**src/rtl/spi_scan_ctl.sv**
```systemverilog
// SPI ADC scan controller: sequences command, dead and capture phases
// of each frame and steps through the channels of a scan.
module spi_scan_ctl #(
    parameter int CMD_BITS     = 6,
    parameter int NULL_BITS    = 1,
    parameter int ADC_WIDTH    = 10,
    parameter int NUM_CHANNELS = 1,
    parameter int GAP_CYCLES   = 1
) (
    input  logic       clk,
    input  logic       n_rst,
    input  logic       start,
    input  logic       cont,
    output logic       cs,
    output logic       pts_en,
    output logic       stp_en,
    output logic       chan_en,
    output logic [4:0] chansel,
    output logic [2:0] chan_idx,
    output logic       busy,
    output logic       frame_done,
    output logic       scan_done
);

    localparam logic [15:0] FRAME_END = 16'(CMD_BITS + NULL_BITS + ADC_WIDTH - 1);
    localparam logic [15:0] CMD_END   = 16'(CMD_BITS);
    localparam logic [15:0] DATA_BEG  = 16'(CMD_BITS + NULL_BITS);
    localparam logic [15:0] GAP_END   = 16'(GAP_CYCLES - 1);
    localparam logic [2:0]  LAST_CH   = 3'(NUM_CHANNELS - 1);

    typedef enum logic [1:0] {
        IDLE,
        FRAME,
        GAP
    } state_e;

    state_e      state_q, state_d;
    logic [15:0] cnt_q, cnt_d;
    logic [2:0]  chan_q, chan_d;
    // Set while the gap that follows the scan's last channel is running;
    // chan_idx alone cannot tell, since it has already advanced in GAP.
    logic        last_q, last_d;

    // State, counter, channel and last-frame flag registers.
    always_ff @(posedge clk or negedge n_rst) begin
        if (!n_rst) begin
            state_q <= IDLE;
            cnt_q   <= '0;
            chan_q  <= '0;
            last_q  <= 1'b0;
        end else begin
            state_q <= state_d;
            cnt_q   <= cnt_d;
            chan_q  <= chan_d;
            last_q  <= last_d;
        end
    end

    // Next-state logic for the frame/gap sequencer.
    always_comb begin
        state_d = state_q;
        cnt_d   = cnt_q;
        chan_d  = chan_q;
        last_d  = last_q;
        unique case (state_q)
            IDLE: begin
                cnt_d  = '0;
                chan_d = '0;
                last_d = 1'b0;
                if (start) begin
                    state_d = FRAME;
                end
            end
            FRAME: begin
                if (cnt_q == FRAME_END) begin
                    state_d = GAP;
                    cnt_d   = '0;
                    last_d  = (chan_q == LAST_CH);
                    if (chan_q != LAST_CH) begin
                        chan_d = chan_q + 3'd1;
                    end
                end else begin
                    cnt_d = cnt_q + 16'd1;
                end
            end
            GAP: begin
                if (cnt_q == GAP_END) begin
                    cnt_d  = '0;
                    last_d = 1'b0;
                    if (!last_q) begin
                        state_d = FRAME;
                    end else begin
                        chan_d  = '0;
                        state_d = cont ? FRAME : IDLE;
                    end
                end else begin
                    cnt_d = cnt_q + 16'd1;
                end
            end
            default: begin
                state_d = IDLE;
                cnt_d   = '0;
                chan_d  = '0;
                last_d  = 1'b0;
            end
        endcase
    end

    // Outputs decoded purely from registered state.
    always_comb begin
        cs         = (state_q != FRAME);
        chan_en    = cs;
        pts_en     = (state_q == FRAME) && (cnt_q < CMD_END);
        stp_en     = (state_q == FRAME) && (cnt_q >= DATA_BEG);
        busy       = (state_q != IDLE);
        frame_done = (state_q == GAP) && (cnt_q == 16'd0);
        scan_done  = frame_done && last_q;
        chan_idx   = chan_q;
        chansel    = {2'b11, chan_q};
    end

endmodule

```
**config.mk**
```make
export PLATFORM = sky130hd
export DESIGN_NAME = spi_scan_ctl
export DESIGN_NICKNAME = d
export VERILOG_FILES = /design/src/rtl/spi_scan_ctl.sv
export SDC_FILE = /design/constraint.sdc
export NUM_CORES = 1
export LEC_CHECK = 0
export CORE_AREA = 2 2 77 49
export DETAILED_ROUTE_END_ITERATION = 12
export DIE_AREA = 0 0 79 51
export GPL_TIMING_DRIVEN = 0
export PLACE_DENSITY = 0.78
export SLEW_MARGIN = 20
export SYNTH_ARGS = -nofsm -noshare
export SYNTH_HDL_FRONTEND = slang
export SYNTH_SLANG_ARGS = --single-unit
export TNS_END_PERCENT = 1
```
**constraint.sdc**
```tcl
create_clock -name clk -period 2.3 [get_ports clk]
set_input_delay 0.46 -clock clk [delete_from_list [all_inputs] [get_ports clk]]
set_output_delay 0.46 -clock clk [all_outputs]
set_load 0.05 [all_outputs]
```
==> metrics, run 1 <==
status finished, violations left; failing checks setup timing; Hold Path Class input pin to async pin; Sink Count 22; post-synth cell types 44; worst reg2reg setup slack about 0.24 ns; Max stage delay on crit path around 0.44 ns; sequential area share after synthesis 38.0%; clock slew at reported path FFs around 0.08 ns; Syn-to-layout area delta 23.3%; Setup crit start kind flip-flop; fin. max-slew vios 0; IO buf count 16; initial cell density of the core 42.0%; number of global-route vias before repair around 1,100; maximum VDD drop approximately 0.4 mV; Worst Tran Pin Value just over 0.5 ns; reg2reg end cnt_q[9]; DP HPWL between 2000 and 2500 µm; Core Area 0.00345 mm²; TritonCTS clock tree done; largest net degree at the start of global routing 23; htree depth 1; Post-synth top flop dfrtp_1; worst setup margin -0.00789 ns; Rel. slew slack between 60% and 70%; Worst R2R Start cnt_q[12]; most used routing layer in global routing met1; first-pass GRT wire length 5470 µm; RSZ-0062 raised after global routing yes; fmax ~430 MHz; Ys Warns 0; detailed-route via count 1,215; Post-Syn Instances about 150; hold_buf cts 0; clock skew just over 0.007 ns; Mapped Area around 0.0014 mm²; met3 GRT Util 4.06%; Post-Syn Area per Cell 9.40 µm²; Crit path top cell by count and4b_1; WL/cell 13.9 µm; Power Density roughly 640 mW/mm²; worst endpoint required time about 1.8 ns; DRT iter0 DRCs 53; cts bufs inserted 3; Remaining Overflow, GRT 0; clock buffer depth 2; met1 Usage GRT approximately 26%; NumNets Final ~200; ANT nets after route 0; crit end category output pin; Tcrit/Tclk final 100%; Hold Vio Cnt, Final 0; Cells after DPL 218; crit path cell chain nor4_4 > and4b_1 > and4b_1 > and2_4 > buf_8; # fillers around 330; GRT Resource Usage Total about 17%; critical path's slowest cell dfrtp_2; critical path type flip-flop to output pin; Post-Layout Cell Count 230; Diodes inserted 0; GR Util met2 around 26%; Via density about 5.3; Worst-Skew Late Latency 0.27 ns; total iterations of the first detailed-routing run 4; Async SR Flop Fraction between 90% and 100%; Ports 19; Yosys reg bits 22; GP Congestion 0.800; critical-path maximum fanout 4; total wire length about 3200 µm; Root Driver clkbuf_8; number of synthesized flops with an enable pin 0; die area 0.00403 mm²; Die X 79 µm; final setup fails 1; crit path launch cnt_q[9]; Lkg Pwr between 0.7 and 0.8 nW; Rows 17; Place WS -0.520 ns; Max Cap Viol 0; clock period minus worst slack 2.31 ns; die height around 51 µm; WP data arrival 1.85 ns; share of layout cells above drive strength 1 between 20% and 30%; initial antenna violation count 0; Reg2Reg Depth 6; drt drc 0
how the worst max path moves through the flow:
stage,endpoint,slack (ns),cells past startpoint
6_report,scan_done,-0.008,5
5_1_grt,scan_done,-0.07,5
4_1_cts,scan_done,-0.1,5
3_5_place_dp,scan_done,-0.52,5
3_3_place_gp,scan_done,-0.50,5
2_1_floorplan,stp_en,-0.14,5
logic make-up (layout without fill, tap and decap cells):
| family | count (synthesis) | count (layout) | share of synthesized area [%] |
|---|---|---|---|
| other | 1 | 2 | 0.259 |
| adder cells (fa/ha/maj) | 8 | 8 | 6.91 |
| XOR/XNOR | 11 | 11 | 6.65 |
| flip-flops | 22 | 22 | 38.0 |
| buffers and inverters | 23 | 51 | 8.21 |
| AO/OA/AOI/OAI | 23 | 23 | 11.2 |
| AND/OR/NAND/NOR | 66 | 66 | 28.7 |
routing by layer:
| metal | share of wire (%) | vias to the layer above |
|---|---|---|
| li1 | - | 596 |
| met1 | 51 | 586 |
| met2 | 44 | 30 |
| met3 | 4.7 | 3 |
| met4 | 0.69 | 0 |
| met5 | 0 | - |
sequential cells by signal, indices dropped and copies added, names as in the netlist:
name      flops
cnt_q        16
last_q        1
state_q       2
chan_idx      3
layout by cell type, fill, tap and decap left out, types with 3 or more instances in the layout:
cell type | Yosys | final
dfrtp_1 | 22 | 16
clkbuf_8 | 0 | 4
nor3_1 | 5 | 5
nand2_1 | 10 | 10
buf_4 | 6 | 17
nand3_1 | 10 | 10
xnor2_1 | 5 | 5
xor2_1 | 6 | 6
clkdlybuf4s50_1 | 0 | 8
nand4_1 | 3 | 3
a21oi_1 | 6 | 6
buf_2 | 2 | 6
o31ai_1 | 4 | 4
nor4_4 | 3 | 3
o21ai_0 | 3 | 3
inv_1 | 12 | 12
nor2_1 | 14 | 14
ha_1 | 8 | 7
dfrtp_2 | 0 | 6
Yosys cell counts, types with 2 or more instances:
library cell  number  area share (%)
dfrtp_1           22              38
nor2_1            14             3.6
inv_1             12             3.1
nand2_1           10             2.6
nand3_1           10             3.5
ha_1               8             6.9
a21oi_1            6             2.1
buf_4              6             3.1
xor2_1             6             3.6
nor3_1             5             1.7
xnor2_1            5             3.0
o31ai_1            4             2.1
nand4_1            3             1.3
nor4_4             3             4.4
o21ai_0            3             1.0
and3_1             2            0.86
and4_2             2             1.4
and4b_1            2             1.4
buf_2              2            0.69
clkbuf_1           2            0.52
nor4_1             2            0.86
or3_1              2            0.86
or4_1              2             1.0
final cells by class:
| class | count | area [µm²] | share of cell area (%) |
|---|---|---|---|
| Multi-Input combinational cell | 110 | 787 | 44.1 |
| Sequential cell | 22 | 558 | 31.3 |
| Timing Repair Buffer | 26 | 215 | 12.1 |
| Buffer | 9 | 66.3 | 3.71 |
| Tap cell | 47 | 58.8 | 3.29 |
| Clock buffer | 4 | 55.1 | 3.08 |
| Inverter | 12 | 45.0 | 2.52 |
critical path, delay by kind of cell (launching register included):
kind          cells  cell delay [ns]
buf+inv           1             0.14
flops             1             0.44
simple gates      4             1.01
timing repair:
action                     4_1_cts  5_1_grt
pin swaps                        5        2
buffers inserted                 4        6
setup endpoints to repair        7        4
gates resized for setup         28        7
metrics by stage:
step | total power [mW] | area (µm²) | hold slack (ns) | TNS [ns] | util (%)
3_5_place_dp | 0.893 | 1670 | 0.542 | -1.54 | 48.5
6_report | 1.15 | 1790 | 0.142 | -0.00789 | 51.8
4_1_cts | 1.16 | 1750 | 0.554 | -0.186 | 50.7
3_3_place_gp | 0.882 | 1670 | 0.528 | -1.42 | 48.5
2_1_floorplan | 0.755 | 1450 | 0.164 | -0.271 | -
5_1_grt | 1.21 | 1790 | 0.182 | -0.127 | 51.8
report_power, final:
part / internal (mW) / total (mW) / switching [mW]
registers: 0.403 / 0.429 / 0.0255
logic: 0.128 / 0.435 / 0.307
clock network: 0.153 / 0.285 / 0.132
total: 0.685 / 1.15 / 0.464
(Power assumes the default switching activity.)
==> run 2: changes to the inputs <==
--- a/config.mk
+++ b/config.mk
@@ -5,6 +5,7 @@
 export SDC_FILE = /design/constraint.sdc
 export NUM_CORES = 1
 export LEC_CHECK = 0
+export CAP_MARGIN = 20
 export CORE_AREA = 2 2 77 49
 export DETAILED_ROUTE_END_ITERATION = 12
 export DIE_AREA = 0 0 79 51
==> results of run 2 <==
Same layout as run 1: the final DEF is identical, and so are final timing and power.
